## src/rtl/dmem_bridge_pkg.sv

```systemverilog
// Shared CPU defines for the data-memory bridge: FSM encoding, access masks,
// request/bus-command records and the byte-lane mask helper.
package dmem_bridge_pkg;

    typedef enum logic [1:0] {
        ST_IDLE = 2'd0,
        ST_BUSY = 2'd1,
        ST_DONE = 2'd2
    } state_t;

    localparam logic [3:0] MASK_BYTE   = 4'b0001;
    localparam logic [3:0] MASK_HALF   = 4'b0011;
    localparam logic [3:0] MASK_WORD   = 4'b1111;
    localparam int         TIMEOUT_DEF = 255;

    // Fields of the in-flight access needed again when the data returns.
    typedef struct packed {
        logic [1:0] off;
        logic [3:0] mask;
        logic       sgn;
        logic       we;
    } req_t;

    typedef struct packed {
        logic        req;
        logic        we;
        logic [31:0] addr;
        logic [31:0] wdata;
        logic [3:0]  be;
    } bus_cmd_t;

    // Upper nibble non-zero means the access straddles a word boundary.
    function automatic logic [7:0] shift_mask(input logic [3:0] mask, input logic [1:0] off);
        return {4'b0000, mask} << off;
    endfunction

endpackage

```

## src/rtl/dmem_bridge_if.sv

```systemverilog
// Pipeline-side (MEM stage) and bus-side bundles of the data-memory bridge.
// The bridge is the slave of the MEM stage and the master of the memory bus.
interface dmem_mem_if;
    logic        memCe;
    logic        memWr;
    logic        memRr;
    logic [31:0] memAddr;
    logic [31:0] wtData;
    logic [3:0]  w_mask;
    logic [3:0]  r_mask;
    logic        ld_signed;
    logic [31:0] rdData;
    logic        stall;
    logic        mem_err;

    modport master (
        output memCe, memWr, memRr, memAddr, wtData, w_mask, r_mask, ld_signed,
        input  rdData, stall, mem_err
    );
    modport slave (
        input  memCe, memWr, memRr, memAddr, wtData, w_mask, r_mask, ld_signed,
        output rdData, stall, mem_err
    );
endinterface

interface dmem_bus_if;
    logic        bus_req;
    logic        bus_we;
    logic [31:0] bus_addr;
    logic [31:0] bus_wdata;
    logic [3:0]  bus_be;
    logic        bus_ack;
    logic [31:0] bus_rdata;

    modport master (
        output bus_req, bus_we, bus_addr, bus_wdata, bus_be,
        input  bus_ack, bus_rdata
    );
    modport slave (
        input  bus_req, bus_we, bus_addr, bus_wdata, bus_be,
        output bus_ack, bus_rdata
    );
endinterface

```

## src/rtl/dmem_bridge_load_align.sv

```systemverilog
// Combinational load extraction: moves the addressed bytes of a bus word down
// to bit 0 and zero- or sign-extends them according to the access size.
module load_align
    import dmem_bridge_pkg::*;
(
    input  logic [31:0] rdata,
    input  logic [1:0]  off,
    input  logic [3:0]  mask,
    input  logic        sgn,
    output logic [31:0] data
);

    logic [31:0] shifted;

    always_comb begin
        shifted = rdata >> {off, 3'b000};
        case (mask)
            MASK_BYTE: data = {{24{sgn & shifted[7]}}, shifted[7:0]};
            MASK_HALF: data = {{16{sgn & shifted[15]}}, shifted[15:0]};
            MASK_WORD: data = shifted;
            default:   data = shifted & {{8{mask[3]}}, {8{mask[2]}}, {8{mask[1]}}, {8{mask[0]}}};
        endcase
    end

endmodule

```

## src/rtl/dmem_bridge.sv

```systemverilog
// Bridges MEM-stage loads/stores onto a req/ack word bus, stalling the pipeline
// until ack, misalignment or timeout; result/error are presented for one cycle.
module dmem_bridge
    import dmem_bridge_pkg::*;
#(
    parameter int TIMEOUT = TIMEOUT_DEF
) (
    input  logic       clk,
    input  logic       rst,
    dmem_mem_if.slave  mem,
    dmem_bus_if.master bus
);

    localparam int CW = $clog2(TIMEOUT + 1);

    state_t        state_q, state_d;
    logic [CW-1:0] cnt_q, cnt_d;
    req_t          req_q, req_d;
    bus_cmd_t      cmd_q, cmd_d;
    logic [31:0]   rd_data_q, rd_data_d;
    logic          mem_err_q, mem_err_d;

    logic          access;
    logic [3:0]    sel_mask;
    logic [7:0]    sh_mask;
    logic [31:0]   ld_data;

    load_align u_load_align (
        .rdata (bus.bus_rdata),
        .off   (req_q.off),
        .mask  (req_q.mask),
        .sgn   (req_q.sgn),
        .data  (ld_data)
    );

    assign access   = mem.memCe & (mem.memWr | mem.memRr);
    assign sel_mask = mem.memWr ? mem.w_mask : mem.r_mask;
    assign sh_mask  = shift_mask(sel_mask, mem.memAddr[1:0]);

    always_comb begin
        state_d   = state_q;
        cnt_d     = cnt_q;
        req_d     = req_q;
        cmd_d     = cmd_q;
        rd_data_d = '0;
        mem_err_d = 1'b0;
        case (state_q)
            ST_IDLE: begin
                if (access) begin
                    if (sh_mask[7:4] == 4'b0000) begin
                        state_d = ST_BUSY;
                        cnt_d   = '0;
                        req_d   = '{off: mem.memAddr[1:0], mask: sel_mask,
                                    sgn: mem.ld_signed, we: mem.memWr};
                        cmd_d   = '{req: 1'b1, we: mem.memWr,
                                    addr: {mem.memAddr[31:2], 2'b00},
                                    wdata: mem.wtData << {mem.memAddr[1:0], 3'b000},
                                    be: sh_mask[3:0]};
                    end else begin
                        state_d   = ST_DONE;
                        mem_err_d = 1'b1;
                    end
                end
            end
            ST_BUSY: begin
                // Ack is tested first so an ack on the final allowed cycle still succeeds.
                if (bus.bus_ack) begin
                    state_d   = ST_DONE;
                    cnt_d     = '0;
                    cmd_d     = '0;
                    rd_data_d = req_q.we ? 32'h0 : ld_data;
                end else if (cnt_q == CW'(TIMEOUT - 1)) begin
                    state_d   = ST_DONE;
                    cnt_d     = '0;
                    cmd_d     = '0;
                    mem_err_d = 1'b1;
                end else begin
                    cnt_d = cnt_q + CW'(1);
                end
            end
            ST_DONE: state_d = ST_IDLE;
            default: state_d = ST_IDLE;
        endcase
    end

    always_ff @(posedge clk) begin
        if (!rst) begin
            state_q   <= ST_IDLE;
            cnt_q     <= '0;
            req_q     <= '0;
            cmd_q     <= '0;
            rd_data_q <= '0;
            mem_err_q <= 1'b0;
        end else begin
            state_q   <= state_d;
            cnt_q     <= cnt_d;
            req_q     <= req_d;
            cmd_q     <= cmd_d;
            rd_data_q <= rd_data_d;
            mem_err_q <= mem_err_d;
        end
    end

    // The IDLE term makes stall rise in the same cycle the request appears.
    assign mem.stall   = rst & ((state_q == ST_BUSY) | ((state_q == ST_IDLE) & access));
    assign mem.rdData  = rd_data_q;
    assign mem.mem_err = mem_err_q;

    assign bus.bus_req   = cmd_q.req;
    assign bus.bus_we    = cmd_q.we;
    assign bus.bus_addr  = cmd_q.addr;
    assign bus.bus_wdata = cmd_q.wdata;
    assign bus.bus_be    = cmd_q.be;

endmodule

```

## src/flat_wrapper.sv

```systemverilog
// flat-port wrapper written by rule: the top's interface ports become plain ports
module dmem_bridge_flat import dmem_bridge_pkg::*;
#(
    parameter int TIMEOUT = TIMEOUT_DEF
)
  (clk, rst, mem_memCe, mem_memWr, mem_memRr, mem_memAddr, mem_wtData, mem_w_mask, mem_r_mask, mem_ld_signed, mem_rdData, mem_stall, mem_mem_err, bus_bus_req, bus_bus_we, bus_bus_addr, bus_bus_wdata, bus_bus_be, bus_bus_ack, bus_bus_rdata);
  dmem_mem_if mem_i ();
  dmem_bus_if bus_i ();
  input  logic clk;
  input  logic rst;
  input wire logic [$bits(mem_i.memCe)-1:0] mem_memCe;
  input wire logic [$bits(mem_i.memWr)-1:0] mem_memWr;
  input wire logic [$bits(mem_i.memRr)-1:0] mem_memRr;
  input wire logic [$bits(mem_i.memAddr)-1:0] mem_memAddr;
  input wire logic [$bits(mem_i.wtData)-1:0] mem_wtData;
  input wire logic [$bits(mem_i.w_mask)-1:0] mem_w_mask;
  input wire logic [$bits(mem_i.r_mask)-1:0] mem_r_mask;
  input wire logic [$bits(mem_i.ld_signed)-1:0] mem_ld_signed;
  output wire logic [$bits(mem_i.rdData)-1:0] mem_rdData;
  output wire logic [$bits(mem_i.stall)-1:0] mem_stall;
  output wire logic [$bits(mem_i.mem_err)-1:0] mem_mem_err;
  output wire logic [$bits(bus_i.bus_req)-1:0] bus_bus_req;
  output wire logic [$bits(bus_i.bus_we)-1:0] bus_bus_we;
  output wire logic [$bits(bus_i.bus_addr)-1:0] bus_bus_addr;
  output wire logic [$bits(bus_i.bus_wdata)-1:0] bus_bus_wdata;
  output wire logic [$bits(bus_i.bus_be)-1:0] bus_bus_be;
  input wire logic [$bits(bus_i.bus_ack)-1:0] bus_bus_ack;
  input wire logic [$bits(bus_i.bus_rdata)-1:0] bus_bus_rdata;
  assign mem_i.memCe = mem_memCe;
  assign mem_i.memWr = mem_memWr;
  assign mem_i.memRr = mem_memRr;
  assign mem_i.memAddr = mem_memAddr;
  assign mem_i.wtData = mem_wtData;
  assign mem_i.w_mask = mem_w_mask;
  assign mem_i.r_mask = mem_r_mask;
  assign mem_i.ld_signed = mem_ld_signed;
  assign mem_rdData = mem_i.rdData;
  assign mem_stall = mem_i.stall;
  assign mem_mem_err = mem_i.mem_err;
  assign bus_bus_req = bus_i.bus_req;
  assign bus_bus_we = bus_i.bus_we;
  assign bus_bus_addr = bus_i.bus_addr;
  assign bus_bus_wdata = bus_i.bus_wdata;
  assign bus_bus_be = bus_i.bus_be;
  assign bus_i.bus_ack = bus_bus_ack;
  assign bus_i.bus_rdata = bus_bus_rdata;
  dmem_bridge #(.TIMEOUT(TIMEOUT)) u_core (.clk(clk), .rst(rst), .mem(mem_i), .bus(bus_i));
endmodule
```

## config.mk

```make
export PLATFORM = sky130hd
export DESIGN_NAME = dmem_bridge_flat
export DESIGN_NICKNAME = d
export VERILOG_FILES = /design/src/rtl/dmem_bridge_pkg.sv /design/src/rtl/dmem_bridge_if.sv /design/src/rtl/dmem_bridge_load_align.sv /design/src/rtl/dmem_bridge.sv /design/src/flat_wrapper.sv
export SDC_FILE = /design/constraint.sdc
export NUM_CORES = 1
export LEC_CHECK = 0
export ABC_AREA = 0
export CORE_AREA = 2 2 129 131
export DETAILED_ROUTE_END_ITERATION = 10
export DIE_AREA = 0 0 131 133
export GPL_ROUTABILITY_DRIVEN = 0
export GPL_TIMING_DRIVEN = 1
export MAX_ROUTING_LAYER = met4
export PLACE_DENSITY = 0.68
export SLEW_MARGIN = 20
export SYNTH_ARGS = -nofsm -noshare
export SYNTH_HDL_FRONTEND = slang
export SYNTH_SLANG_ARGS = --single-unit
```

## constraint.sdc

```tcl
create_clock -name clk -period 2.5 [get_ports clk]
set_input_delay 0.5 -clock clk [delete_from_list [all_inputs] [get_ports clk]]
set_output_delay 0.5 -clock clk [all_outputs]
set_load 0.02 [all_outputs]
```

==> metrics.md <==
| Metric | Value |
|---|---|
| PortBufs | 212 |
| First-pass GRT wire length | about 29000 um |
| Initial Utilization | 0.341 |
| Unrepaired setup endpoints after global routing | false |
| Number of remaining DRC errors | 0 |
| Pwr per Cell Area | between 600 and 700 nW/um2 |
| Die Area | roughly 17000 um2 |
| Later-pin clock latency in the skew report | 0.42 ns |
| Drt pass-1 iters | 5 |
| Fin crit period | 2.21 ns |
| Pins Over Slew Limit | 0 |
| Clock Sink Count | 119 |
| Height of the die | 133 um |
| Hold Crit Class | input port to flop |
| Startpoint types | input port |
| Min-Delay Startpoint | mem_memAddr[0] |
| Worst-margin pin slew | 1.02 ns |
| Largest cells by area after synthesis | dfxtp_1 43%, nand2_1 8.3%, o21ai_0 6.8% |
| Synth area leader | dfxtp_1 |
| Sum Neg Setup Slack | 0 ns |
| Core area | between 15000 and 20000 um2 |
| Max H-tree Level | 4 |
| Setup Crit Path Kind | input port to primary output |
| Clk_skew | 0.00683 ns |
| Sequential share of the synthesized area | 0.432 |
| I/O pins | between 200 and 250 |
| Final Hold Viols | 0 |
| Gr ovfl total | 0 |
| Placed instance area | 7960 um2 |
| Core Util, Final | 0.531 |
| R2r startpoint | u_core.req_q[6] |
| Nets | between 900 and 1000 |
| Crit-path max FO | 2 |
| Initial DRC count | 476 |
| Final setup viols | 0 |
| Clk slew on worst S/H paths | 0.05 ns |
| Worst hold path depth | 3 |
| Critical Path Start | mem_memCe |
| Netlist cell types | 53 |
| Mean post-synth cell area | around 8.5 um2 |
| Setup Fix Bufs, Post-CTS | 0 |
| Final Power | between 5 and 6 mW |
| Final worst-path cycle share | 0.885 |
| YS warnings | 0 |
| Total track usage | 0.219 |
| Slew headroom | 0.318 |
| Finished Layout Cells | between 1000 and 1500 |
| Syn-to-layout area delta | 55.9% |
| Status | finished, final reports clean |
| Worst setup EP type | primary output |
| Num rows | 47 |
| Die Wd | 131 um |
| IR drop worst, VDD | 0.486 mV |
| Netlist area before placement | 5510 um2 |
| Vias in the first global route | 5373 |
| Max-Cap Viols | 0 |
| ANT cells | 0 |
| Total Wirelength | 18800 um |
| #FFs+latches synth | ~120 |
| Top cell type's share of synthesized area | 0.432 |
| Synth Instances | 648 |
| Arr. time, crit path | 1.71 ns |
| Post-DP HPWL | about 13000 um |
| Layout cell share with drive strength beyond 1 | 0.114 |
| Final ANT Viol Nets | 0 |
| Drt wl/cell | 17.3 um |
| # placed instances | 1056 |
| P_leak | 3.11 nW |
| WP data required | about 2.0 ns |
| TritonCTS clock tree | built |
| Initial antenna violation count | 0 |
| DR vias/cell | ~5.2 |
| Vias | 5638 |
| Design area | 8590 um2 |
| Clock Path Buffers | 2 |
| Root Driver | clkbuf_16 |
| Max Freq | 0.452 GHz |
| Total CTS buffers | 17 |
| Largest net degree at the start of global routing | 116 |
| R2R depth | 6 |
[cell families (layout without fill, tap and decap cells)]
kind of cell,count (synthesis),after routing,share of synthesized area
AO/OA/AOI/OAI,175,175,0.198
adder cells (fa/ha/maj),2,2,0.00454
buffers and inverters,67,286,0.0604
flip-flops,119,119,0.432
multiplexers,49,49,0.0990
other,1,2,0.000680
AND/OR/NAND/NOR,235,235,0.205
[per-layer routing]
layer	vias to the layer above	track usage	part of all wire
met3	33	0.0627	0.085
li1	2742	-	-
met5	-	-	0
met4	0	0.0774	0.021
met2	258	0.346	0.48
met1	2605	0.266	0.41
[cell usage in the layout, fill, tap and decap left out, types with 3 or more instances in the layout]
master           Yosys  layout
a31oi_1              4       4
bufinv_16            0       4
a211o_1              8       8
nand4_1             51      51
mux4_2               3       3
o21ai_1              4       4
nand2_1            122     122
nor3_1               3       3
mux2i_1             32      32
a41o_1               9       9
nor2_1              20      20
clkdlybuf4s50_1      0     208
nor2b_1             16      16
o211ai_1             8       8
clkinv_2             0       3
o21ai_0             75      75
buf_12               0       7
clkinvlp_4           0       3
mux2_2              14      14
a21oi_1             37      37
o31ai_1              8       8
clkbuf_16            0      17
nand3_1              8       8
a211oi_1             7       7
buf_4                7      30
a31o_2               2       3
dfxtp_1            119     119
inv_1                5       5
[final timing paths]
path / end / slack (ns)
worst max-delay path: mem_stall / 0.29
worst min-delay path: u_core.req_q[6] / 0.42
worst max register to register: u_core.mem.rdData[31] / 0.56
worst min register to register: u_core.bus.bus_addr[15] / 0.45
[synthesized netlist by cell type, drive strengths merged]
library cell,number
nand2,123
dfxtp,119
o21ai,80
nand4,51
a21oi,37
clkbuf,35
mux2i,32
buf,27
nor2,21
nor2b,16
mux2,14
a41o,9
a211o,8
nand3,8
o211ai,8
o31ai,8
a211oi,7
a31oi,5
inv,5
a21boi,3
a31o,3
mux4,3
nor3,3
ha,2
nand4b,2
nor3b,2
o221a,2
or2,2
a21o,1
a2bb2oi,1
and2,1
and4,1
conb,1
nand2b,1
nand3b,1
nand4bb,1
o21a,1
o2bb2ai,1
o311a,1
or3,1
or3b,1
[state kept, by name (all words and copies together), names as in the netlist]
signal                cells
u_core.bus.bus_addr      30
u_core.bus.bus_req        1
u_core.mem.rdData        32
u_core.bus.bus_we         1
u_core.mem.mem_err        1
u_core.bus.bus_be         4
u_core.state_q            2
u_core.cnt_q              8
u_core.bus.bus_wdata     32
u_core.req_q              8
[timing repair]
action | CTS | global route
hold buffers | 0 | 0
endpoints found under the setup margin | 1 | 8
gates resized for setup | 1 | 1
cloned | 0 | 0
[per-stage QoR]
| step | worst slack (ns) | hold WS [ns] |
|---|---|---|
| after floorplan | 0.348 | 0.444 |
| final | 0.288 | 0.425 |
| after global placement | -0.246 | 0.435 |
| after global routing | 0.196 | 0.440 |
| after CTS | 0.0253 | 0.420 |
| after detailed placement | -0.334 | 0.442 |
[final cells by class]
cell class,instances,area [um2]
flip-flops and latches,119,2380
well taps,220,275
multi-input cells,463,2800
inverters,5,18.8
clock buffers,20,457
repair buffers,249,2480
clock inverters,12,175
fillers,1493,7580
[critical path, stage by stage]
cell and delay, ns:
clkdlybuf4s50_1 0.47, o21ai_0 0.10, a21boi_0 0.26, dlygate4sd2_1 0.38
[power breakdown]
group | internal (mW) | total (mW) | switching, mW
sequential | 1.98 | 2.04 | 0.0535
combinational | 0.503 | 1.02 | 0.521
clock | 1.72 | 2.61 | 0.894
Note: power is estimated with default switching activity, not from simulation.
